==> src/rtl/vga_capture_if.sv <==
// Greyscale VGA sink link: sampled video/sync inputs, framebuffer write
// port and frame status flags.
interface vga_capture_if #(
  parameter int DATA_W = 8,
  parameter int ADDR_W = 19
);
  logic              pix_en;
  logic              hsync;
  logic              vsync;
  logic              blank_b;
  logic [DATA_W-1:0] video_data;
  logic              wr_en;
  logic [ADDR_W-1:0] wr_addr;
  logic [DATA_W-1:0] wr_data;
  logic              frame_done;
  logic              locked;
  logic              err;

  modport master (
    output pix_en,
    output hsync,
    output vsync,
    output blank_b,
    output video_data,
    input  wr_en,
    input  wr_addr,
    input  wr_data,
    input  frame_done,
    input  locked,
    input  err
  );

  modport slave (
    input  pix_en,
    input  hsync,
    input  vsync,
    input  blank_b,
    input  video_data,
    output wr_en,
    output wr_addr,
    output wr_data,
    output frame_done,
    output locked,
    output err
  );
endinterface

==> src/rtl/vga_capture.sv <==
// Greyscale VGA capture: rebuilds pixel coordinates from sync/blank,
// writes active pixels to a framebuffer and tracks timing lock.
module vga_capture #(
  parameter int H_ACTIVE    = 640,
  parameter int V_ACTIVE    = 480,
  parameter int DATA_W      = 8,
  parameter int ADDR_W      = 19,
  parameter int LOCK_FRAMES = 2
) (
  input  logic          clk,
  input  logic          reset,
  vga_capture_if.slave  vif
);

  localparam int XW = $clog2(H_ACTIVE + 2) + 1;
  localparam int YW = $clog2(V_ACTIVE + 2) + 1;
  localparam int GW = $clog2(LOCK_FRAMES + 1);

  localparam logic [XW-1:0]     X_END     = XW'(H_ACTIVE);
  localparam logic [YW-1:0]     Y_END     = YW'(V_ACTIVE);
  localparam logic [ADDR_W-1:0] LINE_STEP = ADDR_W'(H_ACTIVE);
  localparam logic [GW-1:0]     G_LOCK    = GW'(LOCK_FRAMES);

  typedef enum logic [1:0] {
    IDLE,
    VSYNC,
    CAPTURE
  } state_t;

  state_t state;

  logic              s_vld;
  logic              s_vsync;
  logic              p_vsync;
  logic              s_blank;
  logic              p_blank;
  logic [DATA_W-1:0] s_data;

  logic [XW-1:0]     x;
  logic [YW-1:0]     y;
  logic [ADDR_W-1:0] addr;
  logic [ADDR_W-1:0] base;
  logic              bad;
  logic [GW-1:0]     gcnt;

  logic              wr_en;
  logic [ADDR_W-1:0] wr_addr;
  logic [DATA_W-1:0] wr_data;
  logic              frame_done;
  logic              locked;
  logic              err;

  logic              vfall;
  logic              vrise;
  logic              bfall;
  logic              eol;
  logic              line_bad;
  logic              frame_bad;
  logic              in_range;
  logic [XW-1:0]     x_inc;
  logic [YW-1:0]     y_inc;
  logic [YW-1:0]     y_nxt;
  logic [ADDR_W-1:0] base_nxt;
  logic [GW-1:0]     g_inc;

  // Current and previous sample; edges are seen on the sample that changes.
  always_ff @(posedge clk) begin
    if (!reset) begin
      s_vld   <= 1'b0;
      s_vsync <= 1'b0;
      p_vsync <= 1'b0;
      s_blank <= 1'b0;
      p_blank <= 1'b0;
      s_data  <= '0;
    end else begin
      s_vld <= vif.pix_en;
      if (vif.pix_en) begin
        p_vsync <= s_vsync;
        s_vsync <= vif.vsync;
        p_blank <= s_blank;
        s_blank <= vif.blank_b;
        s_data  <= vif.video_data;
      end
    end
  end

  always_comb begin
    vfall     = p_vsync & ~s_vsync;
    vrise     = ~p_vsync & s_vsync;
    bfall     = p_blank & ~s_blank;
    eol       = bfall && (x != '0);
    line_bad  = eol && (x != X_END);
    x_inc     = (x == '1) ? x : x + 1'b1;
    y_inc     = (y == '1) ? y : y + 1'b1;
    y_nxt     = eol ? y_inc : y;
    base_nxt  = base + LINE_STEP;
    frame_bad = (y_nxt != Y_END) || bad || line_bad;
    g_inc     = (gcnt >= G_LOCK) ? gcnt : gcnt + 1'b1;
    in_range  = (x < X_END) && (y < Y_END);
  end

  always_ff @(posedge clk) begin
    if (!reset) begin
      state      <= IDLE;
      x          <= '0;
      y          <= '0;
      addr       <= '0;
      base       <= '0;
      bad        <= 1'b0;
      gcnt       <= '0;
      wr_en      <= 1'b0;
      wr_addr    <= '0;
      wr_data    <= '0;
      frame_done <= 1'b0;
      locked     <= 1'b0;
      err        <= 1'b0;
    end else begin
      wr_en      <= 1'b0;
      frame_done <= 1'b0;
      err        <= 1'b0;
      if (s_vld) begin
        unique case (state)
          IDLE: begin
            if (vfall) state <= VSYNC;
          end
          VSYNC: begin
            x    <= '0;
            y    <= '0;
            addr <= '0;
            base <= '0;
            bad  <= 1'b0;
            if (vrise) state <= CAPTURE;
          end
          CAPTURE: begin
            if (s_blank) begin
              if (in_range) begin
                wr_en   <= 1'b1;
                wr_addr <= addr;
                wr_data <= s_data;
              end
              x    <= x_inc;
              addr <= addr + 1'b1;
            end else if (eol) begin
              x    <= '0;
              y    <= y_inc;
              base <= base_nxt;
              addr <= base_nxt;
              if (line_bad) begin
                bad <= 1'b1;
                err <= 1'b1;
              end
            end
            // Line check above folds into frame_bad, so one err pulse max.
            if (vfall) begin
              frame_done <= 1'b1;
              state      <= VSYNC;
              if (frame_bad) begin
                err    <= 1'b1;
                gcnt   <= '0;
                locked <= 1'b0;
              end else begin
                gcnt   <= g_inc;
                locked <= (g_inc >= G_LOCK);
              end
            end
          end
          default: state <= IDLE;
        endcase
      end
    end
  end

  assign vif.wr_en      = wr_en;
  assign vif.wr_addr    = wr_addr;
  assign vif.wr_data    = wr_data;
  assign vif.frame_done = frame_done;
  assign vif.locked     = locked;
  assign vif.err        = err;

endmodule

==> src/flat_wrapper.sv <==
// flat-port wrapper written by rule: the top's interface ports become plain ports
module vga_capture_flat 
#(
  parameter int H_ACTIVE    = 640,
  parameter int V_ACTIVE    = 480,
  parameter int DATA_W      = 8,
  parameter int ADDR_W      = 19,
  parameter int LOCK_FRAMES = 2
)
  (clk, reset, vif_pix_en, vif_hsync, vif_vsync, vif_blank_b, vif_video_data, vif_wr_en, vif_wr_addr, vif_wr_data, vif_frame_done, vif_locked, vif_err);
  vga_capture_if #(.DATA_W(DATA_W), .ADDR_W(ADDR_W)) vif_i ();
  input  logic clk;
  input  logic reset;
  input wire logic [$bits(vif_i.pix_en)-1:0] vif_pix_en;
  input wire logic [$bits(vif_i.hsync)-1:0] vif_hsync;
  input wire logic [$bits(vif_i.vsync)-1:0] vif_vsync;
  input wire logic [$bits(vif_i.blank_b)-1:0] vif_blank_b;
  input wire logic [$bits(vif_i.video_data)-1:0] vif_video_data;
  output wire logic [$bits(vif_i.wr_en)-1:0] vif_wr_en;
  output wire logic [$bits(vif_i.wr_addr)-1:0] vif_wr_addr;
  output wire logic [$bits(vif_i.wr_data)-1:0] vif_wr_data;
  output wire logic [$bits(vif_i.frame_done)-1:0] vif_frame_done;
  output wire logic [$bits(vif_i.locked)-1:0] vif_locked;
  output wire logic [$bits(vif_i.err)-1:0] vif_err;
  assign vif_i.pix_en = vif_pix_en;
  assign vif_i.hsync = vif_hsync;
  assign vif_i.vsync = vif_vsync;
  assign vif_i.blank_b = vif_blank_b;
  assign vif_i.video_data = vif_video_data;
  assign vif_wr_en = vif_i.wr_en;
  assign vif_wr_addr = vif_i.wr_addr;
  assign vif_wr_data = vif_i.wr_data;
  assign vif_frame_done = vif_i.frame_done;
  assign vif_locked = vif_i.locked;
  assign vif_err = vif_i.err;
  vga_capture #(.H_ACTIVE(H_ACTIVE), .V_ACTIVE(V_ACTIVE), .DATA_W(DATA_W), .ADDR_W(ADDR_W), .LOCK_FRAMES(LOCK_FRAMES)) u_core (.clk(clk), .reset(reset), .vif(vif_i));
endmodule
==> config.mk <==
export PLATFORM = sky130hd
export DESIGN_NAME = vga_capture_flat
export DESIGN_NICKNAME = d
export VERILOG_FILES = /design/src/rtl/vga_capture_if.sv /design/src/rtl/vga_capture.sv /design/src/flat_wrapper.sv
export SDC_FILE = /design/constraint.sdc
export NUM_CORES = 1
export LEC_CHECK = 0
export ABC_AREA = 1
export BUFFER_PORTS_ARGS = -buffer_cell sky130_fd_sc_hd__buf_2
export CAP_MARGIN = 20
export CORE_ASPECT_RATIO = 0.75
export CORE_MARGIN = 2
export CORE_UTILIZATION = 35
export CTS_CLUSTER_SIZE = 24
export DETAILED_ROUTE_END_ITERATION = 10
export SLEW_MARGIN = 20
export SYNTH_ARGS = -nofsm -noshare
export SYNTH_HDL_FRONTEND = slang
export SYNTH_SLANG_ARGS = --single-unit
==> constraint.sdc <==
create_clock -name clk -period 3.71 [get_ports clk]
set_input_delay 0.742 -clock clk [delete_from_list [all_inputs] [get_ports clk]]
set_output_delay 0.742 -clock clk [all_outputs]
set_load 0.005 [all_outputs]
* Yosys cells after proc, flatten, opt, wreduce, memory -nomap -nowiden
Cells that the tools add are included.
** Operators by class
- Muxes and demuxes :: 30
- Reductions and logical operators :: 19
- Shifts and indexed selects :: 0
- Multipliers :: 0
- Magnitude comparators :: 4
- Equality and inequality tests :: 13
- $add $sub $neg :: 5
- Div/mod/pow operators :: 0
- Bitwise operators :: 6
** Operator list (count)
- 19-bit one-hot mux with 2 select lines :: 2
- 19-bit 2-to-1 mux :: 3
- 11-bit 2-to-1 mux :: 3
- 10-bit 2-to-1 mux :: 3
- 11-bit one-hot mux with 2 select lines :: 1
- 10-bit one-hot mux with 2 select lines :: 1
- 19-bit by 1-bit adder with 19-bit output, second input constant :: 1
- 19-bit by 10-bit adder with 19-bit output, second input constant :: 1
- 4-bit AND reduction :: 4
- 3-bit AND reduction :: 5
- 11-bit by 1-bit adder with 11-bit output, second input constant :: 1
- 11-bit equality test, second input constant :: 1
- 11-bit by 10-bit less-than comparator with 1-bit output, second input constant :: 1
- 1-bit 2-to-1 mux :: 11
- 11-bit by 10-bit inequality test with 1-bit output, second input constant :: 1
- 11-bit nonzero test :: 1
- 10-bit by 1-bit adder with 10-bit output, second input constant :: 1
- 10-bit equality test, second input constant :: 1
- 10-bit by 9-bit less-than comparator with 1-bit output, second input constant :: 1
- 10-bit by 9-bit inequality test with 1-bit output, second input constant :: 1
- 2-bit 2-to-1 mux :: 4
- 2-bit by 1-bit inequality test with 1-bit output, second input constant :: 4
- 5-bit AND reduction :: 1
- 2-bit >= comparator, second input constant :: 2
- other kinds (15) :: 22
** Storage, ports and cells
- Input bits :: 14
- Register bits after elaboration :: 108
- Memories :: 0
- Memory bits (read-only) :: 0
- Memory bits (writable) :: 0
- Output and inout bits :: 31
- Latch bits :: 0

* Longest topological paths before layout
- Word-level depth :: 9
- Mapped depth :: 16
- Gate-level depth less buffers :: 15

* Worst setup path before layout
Ideal clock, no wire load.
- Path type :: register to register
- From :: register u_core.x[0]
- To :: register u_core.base[8]
- Arrival :: 1.633 ns
- Period minus slack after synthesis :: 1.766 ns
- Path buffers :: 2
- Data required time :: 3.576 ns
- Cell stages (with the launch flop) :: 16
- Path slack :: 1.944 ns
- Cell sequence :: dfxtp_1 -> inv_1 -> ha_1 -> nand2_1 -> nor2_2 -> nand2_4 -> nand2_4 -> nand3_4 -> nand2_4 -> inv_4 -> nand2_4 -> buf_8 -> inv_2 -> buf_6 -> nor2_1 -> a211oi_2
** Between the ends
- Word-level cells in the longest chain between the ends :: 4
** RTL lines
- start, declared :: RTL line vga_capture.sv:39 : logic [XW-1:0] x;
- start signal, assigned :: RTL line vga_capture.sv:141 : x <= x_inc;
- 11-bit nonzero test :: RTL line vga_capture.sv:91 : eol = bfall && (x != '0);
- 1-bit logical AND :: RTL line vga_capture.sv:91
- 2-bit by 1-bit inequality test with 1-bit output (no source line)
- 4-bit AND reduction (no source line)
- end signal, assigned :: RTL line vga_capture.sv:146 : base <= base_nxt;
- end, declared :: RTL line vga_capture.sv:42 : logic [ADDR_W-1:0] base;
No other way between the ends.
A chain may end at the register's enable or synchronous reset.

* Worst setup path after layout
- From :: register u_core.s_blank
- To :: register u_core.base[17]
** Between the ends
- Word-level cells in the longest chain between the ends :: 5
- Elaborated cells between the ends (all ways) :: 6
- Those cells by class :: eq/ne: 2; bitwise: 2; reduce/logical: 2
** RTL lines
- start, declared :: RTL line vga_capture.sv:35 : logic s_blank;
- start signal, assigned :: RTL line vga_capture.sv:81 : s_blank <= vif.blank_b;
- 1-bit inverter :: RTL line vga_capture.sv:90 : bfall = p_blank & ~s_blank;
- 1-bit bitwise AND :: RTL line vga_capture.sv:90
- 1-bit logical AND :: RTL line vga_capture.sv:91
- 2-bit by 1-bit inequality test with 1-bit output (no source line)
- 4-bit AND reduction (no source line) (*)
Every way passes the cells marked *; elsewhere a longest branch is shown, timed or not.

==> key figures <==
Synth
  – Syn nets: 743
  – Yosys warning count: 0
  – Adder-Cell Fraction of Synth Area: 2.52%
  – Synth Area per Inst: 6.92 um^2
  – Ys flop type: dfxtp_1
  – Seq cells post-synth: 100
  – Synth Instances: 719
  – Yosys cell types: 43
  – Synth Area in XOR/XNOR: 1.76%
  – Main combinational cell family by area after synthesis: simple AND/OR/NAND/NOR gates
  – Post-synthesis simple-gate area fraction: 29.3%
  – Mux contribution to synthesized area: 0%
  – Post-synth EDFFs: 0
  – Synth Area in Compound Gates: 17.6%
  – FFs w/ async S/R, synth: 0%
  – Seq/Total Area, Yosys: 40.3%
  – Cell Area, Synth: 0.00497 mm^2

Power
  – Internal Power: 1610 uW
  – PD cells: 381 mW/mm^2
  – P_leak: 0.00225 uW
  – NetSw: 524 uW
  – Clock power frac: 43.2%
  – Gate power share: 5.1%
  – Switching part of the total: 24.6%
  – Peak VDD IR: 0.000217 V
  – Sequential share of power: 51.7%

Finish
  – Ant diodes: 0
  – Fillers: 1464
  – Non-filler cells, final: 932
  – Most frequent cells in the layout: 129 x nand2_1, 114 x nor2_1, 100 x dfxtp_1, 72 x o21ai_0, 69 x a21oi_1
  – Most common cell after layout, fill and taps aside: nand2_1
  – Layout cells sized above 1: 12.0%
  – Synth-to-layout area growth: 12.7%
  – Nets: 776
  – Fin area: 0.00561 mm^2

Clock network
  – Clock transition at the registers of the reported paths: 0.07 ns
  – Hold_buf cts: 0
  – CTS tree: yes
  – Root buffer selected by CTS: clkbuf_16
  – Htree depth: 3
  – Num Clock Sinks: 100
  – CTS buffer count: 9
  – Post-CTS setup buffer count: 0
  – Clock Tree Buf Depth: 2
  – Post_cts resized: 0
  – Clk_lat worst skew: 0.35 ns

Floorplanning
  – Die Area: 0.0152 mm^2
  – I/O pin cnt: 45
  – Die X: 142 um
  – FP Rows: 37
  – Die height: 107 um
  – Core area: 0.0138 mm^2
  – Initial Util: 36.1%

Detailed routing
  – TritonRoute pass-1 iters: 5
  – ANT nets after route: 0
  – Post-DR wirelength/cell: 12.8 um
  – Vias: 4612
  – Routed vias/inst: 4.95
  – Initial DRC Count: 420
  – DR DRC count: 0
  – Drt total wl: 11.9 mm

Place
  – Placed cell area: 0.00531 mm^2
  – Routability Congestion: 0.786
  – Half-perimeter wire length after placement: 8.54 mm
  – Dpl cells: 916
  – Buffers on Ports: 43

Worst setup path
  – Crit start category: register
  – Required time of the critical path: 3.99 ns
  – Critical Path AT: 2.79 ns
  – Slowest Stage Delay on Critical Path: 0.30 ns
  – Setup Crit Path Kind: register to register
  – Most used cell, CP: inv_2
  – Crit-path max FO: 18
  – CP max stage cell: dfxtp_1
  – Crit path capture type: register
  – Worst-path cell chain: buf_4 -> inv_2 -> nand2_1 -> inv_2 -> nand2_4 -> nand3_4 -> nand2_4 -> inv_4 -> nand2_4 -> inv_2 -> nand2_1 -> inv_2 -> nand3_1 -> a21oi_1

GRT
  – Initial antenna violation count: 0
  – Total track usage: 16.3%
  – First-pass GRT wire length: 20.0 mm
  – Vias in the first global route: 4018
  – Largest net degree at the start of global routing: 35
  – Total global routing overflow: 0

Timing
  – RSZ-0062 raised after global routing: false
  – Max_slew headroom: 50.6%
  – Worst Skew: 0.00762 ns
  – Fin. max-slew vios: 0
  – Crit path time final: 2.51 ns
  – Fin crit share: 67.7%
  – Setup violators final: 0
  – Fin. Hold Viols: 0
  – Least-Margin Pin Slew: 0.738 ns
  – Setup TNS: 0 ns
  – FMAX: 0.398 GHz
  – Worst hold slack: 0.472 ns

Run
  – Max_cap viols: 0

Run status
  – Status: finished, final reports clean

Hold path
  – Hold Path Class: register to register
## power by group through the flow
stage / Combinational, uW / Sequential (uW) / Clock (uW)
floorplan: 78.6 / 1120 / 0
global route: 125 / 1100 / 976
finish: 109 / 1100 / 921
detailed placement: 109 / 1130 / 0
CTS: 110 / 1100 / 939
global placement: 109 / 1130 / 0
## registers in the layout (all words and copies together) (netlist names)
name                   count
u_core.addr               19
u_core.bad                 1
u_core.base               12
u_core.gcnt                2
u_core.p_blank             1
u_core.p_vsync             1
u_core.s_blank             1
u_core.s_data              8
u_core.s_vld               1
u_core.s_vsync             1
u_core.state               2
u_core.vif.err             1
u_core.vif.frame_done      1
u_core.vif.wr_addr        19
u_core.vif.wr_data         8
u_core.vif.wr_en           1
u_core.x                  11
u_core.y                  10
## final cells by class
cell class / instances / area (um^2) / area share [%]
multi-input combinational: 517 / 2550 / 45.5
sequential: 100 / 2000 / 35.7
inverter: 75 / 284 / 5.07
timing repair buffer: 49 / 260 / 4.64
clock buffer: 10 / 239 / 4.26
tap: 175 / 219 / 3.91
clock inverter: 6 / 53.8 / 0.960
## cell usage after synthesis (2+ instances only)
cell type	count	area, um^2
nand2_1	129	484
nor2_1	114	428
dfxtp_1	100	2000
o21ai_0	72	360
a21oi_1	69	345
inv_1	68	255
nand3_1	36	180
clkbuf_1	15	56.3
nor3_1	12	60.1
nand4_1	11	68.8
ha_1	10	125
xor2_1	9	78.8
o21ai_1	7	35.0
buf_2	6	30.0
inv_2	6	22.5
nor2_2	6	37.5
nor4_1	6	37.5
a211oi_1	4	30.0
nand2_4	4	45.0
nand3b_1	3	22.5
o21bai_1	3	22.5
a31oi_1	2	12.5
buf_1	2	7.51
buf_6	2	22.5
nand2_2	2	12.5
o211ai_1	2	15.0
o31ai_1	2	15.0
or2_2	2	12.5
## worst max-delay path, delay by kind of cell (launching register included)
| kind | cells | cell delay (ns) |
|---|---|---|
| buffers and inverters | 6 | 1.13 |
| DFF | 1 | 0.30 |
| AOI/OAI and AO/OA | 1 | 0.13 |
| and+or+nand+nor | 7 | 0.84 |
## routing by layer
metal | share of wire, % | GRT usage [%] | up-vias
met5 | 0 | 0 | -
met4 | 1.4 | 5.43 | 0
met3 | 4.0 | 3.26 | 12
met2 | 37 | 21.6 | 88
met1 | 57 | 25.6 | 2072
li1 | - | - | 2440
## worst paths after layout
check	from	endpoint	slack (ns)	cells after the start
setup reg to reg	u_core.s_blank	u_core.base[17]	1.20	14
hold reg to reg	u_core.bad	u_core.bad	0.47	2
hold / removal	u_core.bad	u_core.bad	0.47	2
setup / recovery	u_core.s_blank	u_core.base[17]	1.20	14
## logic make-up (layout without fill, tap and decap cells)
family | count (synthesis) | after routing
compound gates | 165 | 165
simple gates | 332 | 332
xor+xnor | 10 | 10
fa+ha+maj | 10 | 10
flops | 100 | 100
buf+inv | 102 | 140
## stage by stage
step           util, %  setup slack, ns  total power, uW
4_1_cts           40.6             1.21             2150
5_1_grt           40.6            0.944             2210
2_1_floorplan        -             1.94             1200
3_3_place_gp      38.5             1.22             1240
3_5_place_dp      38.5             1.24             1240
6_report          40.6             1.20             2130
Power figures use the tool's default switching activity.
